`src/rtl/ase_cci_pkg.sv`:
```
// Shared CCI field positions, response opcodes and the per-entry record used by
// the response emulator's queues.
package ase_cci_pkg;

  localparam int TX_MDATA_BITRANGE_HI  = 13;
  localparam int TX_MDATA_BITRANGE_LO  = 0;
  localparam int TX_CLADDR_BITRANGE_HI = 45;
  localparam int TX_CLADDR_BITRANGE_LO = 14;
  localparam int RX_MDATA_BITRANGE_HI  = 13;
  localparam int RX_MDATA_BITRANGE_LO  = 0;

  localparam int MDATA_W  = TX_MDATA_BITRANGE_HI - TX_MDATA_BITRANGE_LO + 1;
  localparam int CLADDR_W = TX_CLADDR_BITRANGE_HI - TX_CLADDR_BITRANGE_LO + 1;

  localparam logic [3:0] RSP_RD = 4'h4;
  localparam logic [3:0] RSP_WR = 4'h1;

  typedef struct packed {
    logic [MDATA_W-1:0]  mdata;
    logic [CLADDR_W-1:0] claddr;
    logic [7:0]          age;
  } resp_entry_t;

endpackage

```
`src/rtl/cci_resp_emulator_if.sv`:
```
// CCI request/response bundle between a requester (master) and the emulator (slave).
// A request is taken on every rising edge its valid is high; almostfull is advisory
// backpressure with no ready, and each response valid is a one-cycle pulse.
interface cci_resp_emulator_if #(
  parameter int TX_HDR_WIDTH = 61,
  parameter int RX_HDR_WIDTH = 18,
  parameter int DATA_WIDTH   = 512
);
  logic [TX_HDR_WIDTH-1:0] tx_c0_header;
  logic                    tx_c0_rdvalid;
  logic [TX_HDR_WIDTH-1:0] tx_c1_header;
  logic                    tx_c1_wrvalid;
  logic                    tx_c0_almostfull;
  logic                    tx_c1_almostfull;
  logic [RX_HDR_WIDTH-1:0] rx_c0_header;
  logic [DATA_WIDTH-1:0]   rx_c0_data;
  logic                    rx_c0_rdvalid;
  logic [RX_HDR_WIDTH-1:0] rx_c1_header;
  logic                    rx_c1_wrvalid;
  logic                    ovf_err;

  modport master (
    output tx_c0_header, tx_c0_rdvalid, tx_c1_header, tx_c1_wrvalid,
    input  tx_c0_almostfull, tx_c1_almostfull, rx_c0_header, rx_c0_data,
    input  rx_c0_rdvalid, rx_c1_header, rx_c1_wrvalid, ovf_err
  );

  modport slave (
    input  tx_c0_header, tx_c0_rdvalid, tx_c1_header, tx_c1_wrvalid,
    output tx_c0_almostfull, tx_c1_almostfull, rx_c0_header, rx_c0_data,
    output rx_c0_rdvalid, rx_c1_header, rx_c1_wrvalid, ovf_err
  );
endinterface

```
`src/rtl/ase_resp_fifo.sv`:
```
// In-order request queue for one channel: each entry ages one per cycle and the
// head retires once it has waited LATENCY cycles.
module ase_resp_fifo
  import ase_cci_pkg::*;
#(
  parameter int DEPTH   = 8,
  parameter int LATENCY = 4
) (
  input  logic                clk,
  input  logic                rst,
  input  logic                push,
  input  logic [MDATA_W-1:0]  push_mdata,
  input  logic [CLADDR_W-1:0] push_claddr,
  output logic                pop,
  output logic [MDATA_W-1:0]  head_mdata,
  output logic [CLADDR_W-1:0] head_claddr,
  output logic                almostfull,
  output logic                ovf_err
);

  localparam int PW = $clog2(DEPTH);
  localparam int CW = PW + 1;
  localparam logic [7:0]    LAT     = 8'(LATENCY);
  localparam logic [CW-1:0] FULL_N  = CW'(DEPTH);
  localparam logic [CW-1:0] AFULL_N = CW'(DEPTH - 2);

  resp_entry_t       mem [DEPTH];
  logic [DEPTH-1:0]  occ;
  logic [PW-1:0]     wr_ptr;
  logic [PW-1:0]     rd_ptr;
  logic [CW-1:0]     count;
  logic [CW-1:0]     count_next;
  logic              full;
  logic              push_ok;

  assign full        = (count == FULL_N);
  assign pop         = occ[rd_ptr] && (mem[rd_ptr].age == LAT);
  // A retiring head frees its slot in the same cycle, so a full queue still takes a push.
  assign push_ok     = push && (!full || pop);
  assign count_next  = count + CW'(push_ok) - CW'(pop);
  assign head_mdata  = mem[rd_ptr].mdata;
  assign head_claddr = mem[rd_ptr].claddr;

  always_ff @(posedge clk or posedge rst) begin
    if (rst) begin
      for (int i = 0; i < DEPTH; i++) mem[i] <= '0;
      occ        <= '0;
      wr_ptr     <= '0;
      rd_ptr     <= '0;
      count      <= '0;
      almostfull <= 1'b0;
      ovf_err    <= 1'b0;
    end else begin
      for (int i = 0; i < DEPTH; i++) begin
        if (occ[i] && (mem[i].age != LAT)) mem[i].age <= mem[i].age + 8'd1;
      end
      if (pop) begin
        occ[rd_ptr] <= 1'b0;
        rd_ptr      <= rd_ptr + PW'(1);
      end
      // Placed after the pop so a slot freed and refilled this cycle stays occupied.
      if (push_ok) begin
        mem[wr_ptr] <= '{mdata: push_mdata, claddr: push_claddr, age: 8'd1};
        occ[wr_ptr] <= 1'b1;
        wr_ptr      <= wr_ptr + PW'(1);
      end
      count      <= count_next;
      almostfull <= (count_next >= AFULL_N);
      if (push && !push_ok) ovf_err <= 1'b1;
    end
  end

endmodule

```
`src/rtl/cci_resp_emulator.sv`:
```
// Emulates CCI read/write completions: requests are queued per channel and
// answered LATENCY cycles later with registered headers and read data.
module cci_resp_emulator
  import ase_cci_pkg::*;
#(
  parameter int TX_HDR_WIDTH = 61,
  parameter int RX_HDR_WIDTH = 18,
  parameter int DATA_WIDTH   = 512,
  parameter int DEPTH        = 8,
  parameter int LATENCY      = 4
) (
  input logic                clk,
  input logic                rst,
  cci_resp_emulator_if.slave bus
);

  logic                c0_pop;
  logic                c1_pop;
  logic [MDATA_W-1:0]  c0_mdata;
  logic [MDATA_W-1:0]  c1_mdata;
  logic [CLADDR_W-1:0] c0_claddr;
  logic [CLADDR_W-1:0] c1_claddr_unused;
  logic                c0_ovf;
  logic                c1_ovf;
  logic                unused_tx_bits;

  // Header bits above the address field carry request type and are ignored here.
  assign unused_tx_bits = ^{bus.tx_c0_header[TX_HDR_WIDTH-1:TX_CLADDR_BITRANGE_HI+1],
                            bus.tx_c1_header[TX_HDR_WIDTH-1:TX_CLADDR_BITRANGE_HI+1],
                            c1_claddr_unused};

  ase_resp_fifo #(.DEPTH(DEPTH), .LATENCY(LATENCY)) u_c0_fifo (
    .clk         (clk),
    .rst         (rst),
    .push        (bus.tx_c0_rdvalid),
    .push_mdata  (bus.tx_c0_header[TX_MDATA_BITRANGE_HI:TX_MDATA_BITRANGE_LO]),
    .push_claddr (bus.tx_c0_header[TX_CLADDR_BITRANGE_HI:TX_CLADDR_BITRANGE_LO]),
    .pop         (c0_pop),
    .head_mdata  (c0_mdata),
    .head_claddr (c0_claddr),
    .almostfull  (bus.tx_c0_almostfull),
    .ovf_err     (c0_ovf)
  );

  ase_resp_fifo #(.DEPTH(DEPTH), .LATENCY(LATENCY)) u_c1_fifo (
    .clk         (clk),
    .rst         (rst),
    .push        (bus.tx_c1_wrvalid),
    .push_mdata  (bus.tx_c1_header[TX_MDATA_BITRANGE_HI:TX_MDATA_BITRANGE_LO]),
    .push_claddr (bus.tx_c1_header[TX_CLADDR_BITRANGE_HI:TX_CLADDR_BITRANGE_LO]),
    .pop         (c1_pop),
    .head_mdata  (c1_mdata),
    .head_claddr (c1_claddr_unused),
    .almostfull  (bus.tx_c1_almostfull),
    .ovf_err     (c1_ovf)
  );

  assign bus.ovf_err = c0_ovf | c1_ovf;

  // Header and data hold their last value between responses; only the valids pulse.
  always_ff @(posedge clk or posedge rst) begin
    if (rst) begin
      bus.rx_c0_header  <= '0;
      bus.rx_c0_data    <= '0;
      bus.rx_c0_rdvalid <= 1'b0;
      bus.rx_c1_header  <= '0;
      bus.rx_c1_wrvalid <= 1'b0;
    end else begin
      bus.rx_c0_rdvalid <= c0_pop;
      bus.rx_c1_wrvalid <= c1_pop;
      if (c0_pop) begin
        bus.rx_c0_header <= RX_HDR_WIDTH'({RSP_RD, c0_mdata});
        bus.rx_c0_data   <= {(DATA_WIDTH/64){{(64-CLADDR_W)'(0), c0_claddr}}};
      end
      if (c1_pop) bus.rx_c1_header <= RX_HDR_WIDTH'({RSP_WR, c1_mdata});
    end
  end

endmodule

```
`src/flat_wrapper.sv`:
```
// flat-port wrapper written by rule: the top's interface ports become plain ports
module cci_resp_emulator_flat import ase_cci_pkg::*;
#(
  parameter int TX_HDR_WIDTH = 61,
  parameter int RX_HDR_WIDTH = 18,
  parameter int DATA_WIDTH   = 512,
  parameter int DEPTH        = 8,
  parameter int LATENCY      = 4
)
  (clk, rst, bus_tx_c0_header, bus_tx_c0_rdvalid, bus_tx_c1_header, bus_tx_c1_wrvalid, bus_tx_c0_almostfull, bus_tx_c1_almostfull, bus_rx_c0_header, bus_rx_c0_data, bus_rx_c0_rdvalid, bus_rx_c1_header, bus_rx_c1_wrvalid, bus_ovf_err);
  cci_resp_emulator_if #(.TX_HDR_WIDTH(TX_HDR_WIDTH), .RX_HDR_WIDTH(RX_HDR_WIDTH), .DATA_WIDTH(DATA_WIDTH)) bus_i ();
  input logic clk;
  input logic rst;
  input wire logic [$bits(bus_i.tx_c0_header)-1:0] bus_tx_c0_header;
  input wire logic [$bits(bus_i.tx_c0_rdvalid)-1:0] bus_tx_c0_rdvalid;
  input wire logic [$bits(bus_i.tx_c1_header)-1:0] bus_tx_c1_header;
  input wire logic [$bits(bus_i.tx_c1_wrvalid)-1:0] bus_tx_c1_wrvalid;
  output wire logic [$bits(bus_i.tx_c0_almostfull)-1:0] bus_tx_c0_almostfull;
  output wire logic [$bits(bus_i.tx_c1_almostfull)-1:0] bus_tx_c1_almostfull;
  output wire logic [$bits(bus_i.rx_c0_header)-1:0] bus_rx_c0_header;
  output wire logic [$bits(bus_i.rx_c0_data)-1:0] bus_rx_c0_data;
  output wire logic [$bits(bus_i.rx_c0_rdvalid)-1:0] bus_rx_c0_rdvalid;
  output wire logic [$bits(bus_i.rx_c1_header)-1:0] bus_rx_c1_header;
  output wire logic [$bits(bus_i.rx_c1_wrvalid)-1:0] bus_rx_c1_wrvalid;
  output wire logic [$bits(bus_i.ovf_err)-1:0] bus_ovf_err;
  assign bus_i.tx_c0_header = bus_tx_c0_header;
  assign bus_i.tx_c0_rdvalid = bus_tx_c0_rdvalid;
  assign bus_i.tx_c1_header = bus_tx_c1_header;
  assign bus_i.tx_c1_wrvalid = bus_tx_c1_wrvalid;
  assign bus_tx_c0_almostfull = bus_i.tx_c0_almostfull;
  assign bus_tx_c1_almostfull = bus_i.tx_c1_almostfull;
  assign bus_rx_c0_header = bus_i.rx_c0_header;
  assign bus_rx_c0_data = bus_i.rx_c0_data;
  assign bus_rx_c0_rdvalid = bus_i.rx_c0_rdvalid;
  assign bus_rx_c1_header = bus_i.rx_c1_header;
  assign bus_rx_c1_wrvalid = bus_i.rx_c1_wrvalid;
  assign bus_ovf_err = bus_i.ovf_err;
  cci_resp_emulator #(.TX_HDR_WIDTH(TX_HDR_WIDTH), .RX_HDR_WIDTH(RX_HDR_WIDTH), .DATA_WIDTH(DATA_WIDTH), .DEPTH(DEPTH), .LATENCY(LATENCY)) u_core (.clk(clk), .rst(rst), .bus(bus_i));
endmodule
```
`config.mk`:
```
export PLATFORM = sky130hd
export DESIGN_NAME = cci_resp_emulator_flat
export DESIGN_NICKNAME = d
export VERILOG_FILES = /design/src/rtl/ase_cci_pkg.sv /design/src/rtl/cci_resp_emulator_if.sv /design/src/rtl/ase_resp_fifo.sv /design/src/rtl/cci_resp_emulator.sv /design/src/flat_wrapper.sv
export SDC_FILE = /design/constraint.sdc
export NUM_CORES = 2
export LEC_CHECK = 0
export CELL_PAD_IN_SITES_DETAIL_PLACEMENT = 1
export CELL_PAD_IN_SITES_GLOBAL_PLACEMENT = 1
export CORE_MARGIN = 2
export CORE_UTILIZATION = 46
export CTS_CLUSTER_SIZE = 14
export DETAILED_ROUTE_END_ITERATION = 10
export HOLD_SLACK_MARGIN = 0.12
export PLACE_DENSITY = 0.88
export SYNTH_ARGS = -nofsm -noshare
export SYNTH_HDL_FRONTEND = slang
export SYNTH_SLANG_ARGS = --single-unit
```
`constraint.sdc`:
```
create_clock -name clk -period 42.2 [get_ports clk]
set_input_delay 10.55 -clock clk [delete_from_list [all_inputs] [get_ports clk]]
set_output_delay 10.55 -clock clk [all_outputs]
set_load 0.1 [all_outputs]
```
**Word level (Yosys, flattened, before mapping)**

Cells that the tools add are included.

- Register bits after elaboration: 1192
- Latch bits: 0
- RAM bits: 0
- Memory bits (read-only): 0
- Input port bits: 126
- Output and inout port bits: 553
- Word-level logic and storage cells: 216
- Memories kept: 0

- Add/sub/neg operators: 24
- Multipliers: 0
- Div/mod/pow operators: 0
- $lt $le $gt $ge: 16
- Eq/ne operators: 20
- Shifts and indexed selects: 0
- Multiplexer cells: 46
- Bitwise gates (word level): 11
- Reduce and logical (&&, ||, !) cells: 34

Operator list:

| operator | number |
|---|---|
| bitwise mux 432 bit | 2 |
| two-way mux 386 bit | 2 |
| binary-select mux 54 bit (select 3 bit) | 2 |
| demux 54 bit (select 3 bit) | 2 |
| two-way mux 54 bit | 6 |
| two-way mux 8 bit | 20 |
| adder 8 x 1 -> 8 bit (second input constant) | 16 |
| inequality test 8 x 3 -> 1 bit (second input constant) | 16 |
| logical AND 1 bit | 28 |
| bitwise AND 8 bit | 2 |
| == test 8 x 3 -> 1 bit (second input constant) | 2 |
| greater-or-equal comparator 4 bit (second input constant) | 4 |
| less-than comparator 3 x 4 -> 1 bit (second input constant) | 4 |
| inverter 3 -> 4 bit | 4 |
| inverter 8 bit | 2 |
| bitwise OR 8 bit | 2 |
| adder 3 x 1 -> 3 bit (second input constant) | 4 |
| demux 1 bit (select 3 bit) | 4 |
| greater-or-equal comparator 3 x 1 -> 1 bit (second input constant) | 4 |
| adder 4 x 1 -> 4 bit | 2 |
| == test 4 bit (second input constant) | 2 |
| greater-or-equal comparator 4 x 3 -> 1 bit (second input constant) | 2 |
| less-than comparator 4 x 1 -> 1 bit (second input constant) | 2 |
| subtractor 4 x 1 -> 4 bit | 2 |
| 5 further kinds | 15 |

**Depth between registers and ports, before layout**

- Depth after elaboration: 11
- Mapped depth: 16
- Gate-level depth less buffers: 13

**Hierarchy**

Synthesis repeated with hierarchy kept, for this count alone.

- Cells, all modules: 3477
- Area, all modules: 48290.1 um^2

By module, submodules not included:

| module | instances | cells an instance | area an instance (um^2) | seq. area each (um^2) |
|---|---|---|---|---|
| ase_resp_fifo (u_core.u_c1_fifo) | 1 | 1432 | 21236.6 | 11310.8 |
| ase_resp_fifo (u_core.u_c0_fifo) | 1 | 1423 | 20926.3 | 11310.8 |
| cci_resp_emulator | 1 | 622 | 6127.1 | 1601.5 |

**Worst setup path before layout**

OpenSTA, ideal clock, no wires.

- Kind: input -> register
- From: input port bus_tx_c0_rdvalid
- To: register u_core.u_c0_fifo.almostfull
- Data arrival time: 11.940 ns
- Data required time: 42.082 ns
- Slack: 30.142 ns
- Stages on the path: 8
- Path buffers: 0
- Path through: o21ai_0 ha_1 inv_1 ha_1 inv_1 fa_1 xnor2_1 a21o_1

- Longest elaborated chain between the ends: 4

Ends and longest elaborated chain:

| what | RTL line | text |
|---|---|---|
| start: declaration | flat_wrapper.sv:15 | `input wire logic [$bits(bus_i.tx_c0_rdvalid)-1:0] bus_tx_c0_rdvalid;` |
| logical AND 1 bit | ase_resp_fifo.sv:39 | `assign push_ok = push && (!full \|\| pop);` |
| adder 4 x 1 -> 4 bit | ase_resp_fifo.sv:40 | `assign count_next = count + CW'(push_ok) - CW'(pop);` |
| subtractor 4 x 1 -> 4 bit | ase_resp_fifo.sv:40 |  |
| net u_core.u_c0_fifo.count_next[2] | ase_resp_fifo.sv:32 | `logic [CW-1:0] count_next;` |
| greater-or-equal comparator 4 x 3 -> 1 bit | ase_resp_fifo.sv:68 | `almostfull <= (count_next >= AFULL_N);` |
| end signal: assignment | ase_resp_fifo.sv:68 |  |
| end: declaration | ase_resp_fifo.sv:17 | `output logic almostfull,` |

The timed path passes the listed nets, and every way through them passes these cells.
A chain may end at the register's enable or synchronous reset.

==> metrics <==
status completed; WHS 0.4674 ns; port bufs 354; Yosys warning count 0; commonest non-fill, non-tap cell in the layout dfrtp_1; commonest cells after routing, fill and taps aside dfrtp_1, mux2_2, clkdlybuf4s50_1, conb_1, nor2_1; Max Clk Rate 73.20 MHz; die outline area 0.08173 mm^2; vias in the first global route 25.80k; final routed wire length divided by cell count approximately 26 um; Hold Crit Start u_core.u_c0_fifo.ovf_err; Routed WL 107500 um; core box area slightly below 0.08 mm^2; GRT Total Usage between 20% and 30%; Reg clk slew, reported paths 0.06 ns; CTS sink count 712; Post-synth EDFFs 0; Tightest Pin Transition 1.220 ns; Detail Placement HPWL ~59000 um; fraction of layout cells with a size suffix above 1 around 28%; Pins Over Slew Limit 0; slew margin rel. 17.61%; Cell variety after synth 64; Hold/Removal Path Class flop to flop; Worst Reg2Reg Path Length in Cells 15; Die Width 285.9 um; grt ovf 0; Tmin final roughly 14 ns; Max Cap Violations 0; Async SR Flop Fraction 100.0%; CTS root buffer clkbuf_16; worst path required time roughly 43 ns; Via density 5.587; r2r startpoint u_core.u_c0_fifo.rd_ptr[2]; Post-CTS Setup Inserts 0; Hold Vio Cnt, Final 0; Crit. End Element async pin; CP Launch Type input pin; Synth Register Bits approximately 710; skew final between 0.03 and 0.04 ns; first-pass GRT wire length ~160000 um; Vias between 20k and 25k; row count 103; H-tree depth 3; post-CTS resize count 0; hold path depth 1; critical path arrival 14.24 ns; Critical R2R Capture u_core.u_c0_fifo.almostfull; CTS max path bufs 3; hold_buf cts 0; Final nets 3190; Cells after Synth 2911; fin crit share 32.37%; number of routed nets with antenna violations 0; area grow syn2layout 11.93%; Worst Hold End u_core.u_c0_fifo.ovf_err; ys flop type dfrtp_1; final setup vio count 0; sequential element share of the synthesized area slightly below 50%; clk_lat worst skew 0.63 ns; Setup TNS Final 0 ns; Chip Height ~290 um; RSZ-0062 raised after global routing no; CTS Buf Count 72; initial antenna violation count 12; largest net degree at the start of global routing about 150; first-pass detailed-route iteration total 5; IO Pins 679; Mean Syn Cell Area 12.56 um^2; Placer Congestion 0.7822; worst-path maximum fanout 151; Crit Path Class input pin to async pin; Synth Cell Area 0.03655 mm^2; Initial DRC Count 1558; Initial Utilization a little under half; Remaining DRCs 0; reg2reg setup slack around 36 ns; TritonCTS clock tree yes
cells in the mapped netlist (8+ instances only):
cell | n | area, um^2
mux2_4 | 34 | 510.5
ha_1 | 46 | 575.6
nand2b_1 | 10 | 62.56
inv_1 | 58 | 217.7
o21ai_0 | 26 | 130.1
buf_4 | 486 | 3649
buf_2 | 30 | 150.1
a21o_1 | 18 | 135.1
or4_1 | 8 | 60.06
buf_1 | 12 | 45.04
dfrtp_1 | 712 | 17820
o31a_1 | 10 | 87.58
mux2_2 | 540 | 6081
xnor2_1 | 61 | 534.3
and3_1 | 16 | 100.1
clkbuf_1 | 76 | 285.3
xor2_1 | 63 | 551.8
mux4_2 | 97 | 2185
o22ai_1 | 15 | 93.84
nor2_1 | 205 | 769.5
nor3_1 | 9 | 45.04
nand4_1 | 38 | 237.7
mux2i_1 | 47 | 470.5
nand2_1 | 83 | 311.6
a21oi_1 | 61 | 305.3
nand3_1 | 45 | 225.2
routing by layer:
layer | wire length (um) | share of wire, % | global-route usage, % | up-vias
li1 | - | - | - | 9596
met1 | 40610 | 38 | 30.51 | 12230
met2 | 56680 | 53 | 45.71 | 958
met3 | 5747 | 5.3 | 4.378 | 276
met4 | 4443 | 4.1 | 12.00 | 2
met5 | 14 | 0.013 | 0 | -
worst max-delay path by stage:
stage / endpoint / from / slack [ns] / cells after the start
after floorplan: u_core.bus.rx_c0_data[415] / rst / 11.68 / 1
after global placement: u_core.bus.rx_c0_data[449] / rst / 27.79 / 5
after detailed placement: u_core.u_c0_fifo.mem[116] / rst / 27.78 / 5
after CTS: u_core.u_c0_fifo.mem[68] / rst / 28.36 / 5
after global routing: u_core.u_c0_fifo.mem[166] / rst / 28.01 / 5
final: u_core.u_c0_fifo.mem[14] / rst / 28.54 / 5
state kept, by name, summed over array words and instances, names as in the netlist, 3 cells and up:
| name | flops |
|---|---|
| u_core.u_c0_fifo.occ | 8 |
| u_core.u_c0_fifo.rd_ptr | 3 |
| u_core.u_c1_fifo.wr_ptr | 3 |
| u_core.u_c0_fifo.wr_ptr | 3 |
| u_core.bus.rx_c0_header | 15 |
| u_core.bus.rx_c0_data | 32 |
| u_core.u_c1_fifo.count | 4 |
| u_core.u_c1_fifo.occ | 8 |
| u_core.u_c0_fifo.count | 4 |
| u_core.u_c1_fifo.mem | 176 |
| u_core.u_c0_fifo.mem | 432 |
| u_core.bus.rx_c1_header | 15 |
| u_core.u_c1_fifo.rd_ptr | 3 |
logic make-up after synthesis:
kind of cell	after synthesis	synth area share [%]
adder cells (fa/ha/maj)	48	1.684
flip-flops	712	48.74
AND/OR/NAND/NOR	469	6.120
XOR/XNOR	124	2.971
buffers and inverters	672	12.25
multiplexers	720	25.36
AO/OA/AOI/OAI	165	2.862
other	1	0.01026
worst max-delay path, cell delays in order:
cell,delay [ns]
clkdlybuf4s50_1,0.49
inv_8,0.58
buf_12,0.66
buf_4,0.81
buf_4,0.92
cell type report:
cell class,instances,area [um^2]
clock buffers,101,2115
repair buffers,383,3774
clock inverters,24,297.8
flip-flops and latches,712,17830
diodes,11,27.53
well taps,1050,1314
inverters,59,229.0
fillers,7897,37960
multi-input cells,1788,15320
stage by stage:
step	cell area, um^2	utilization [%]	worst slack (ns)	cells
2_1_floorplan	37530	-	11.68	3172
3_3_place_gp	38470	48.78	27.79	3992
3_5_place_dp	38470	48.78	27.78	3992
4_1_cts	40890	51.84	28.36	4117
5_1_grt	40910	51.86	28.01	4125
6_report	40910	51.87	28.54	4128
Power is left out: the tool's default activity adds up to more than one toggle a clock period on the data nets, which glitch-free logic cannot reach.
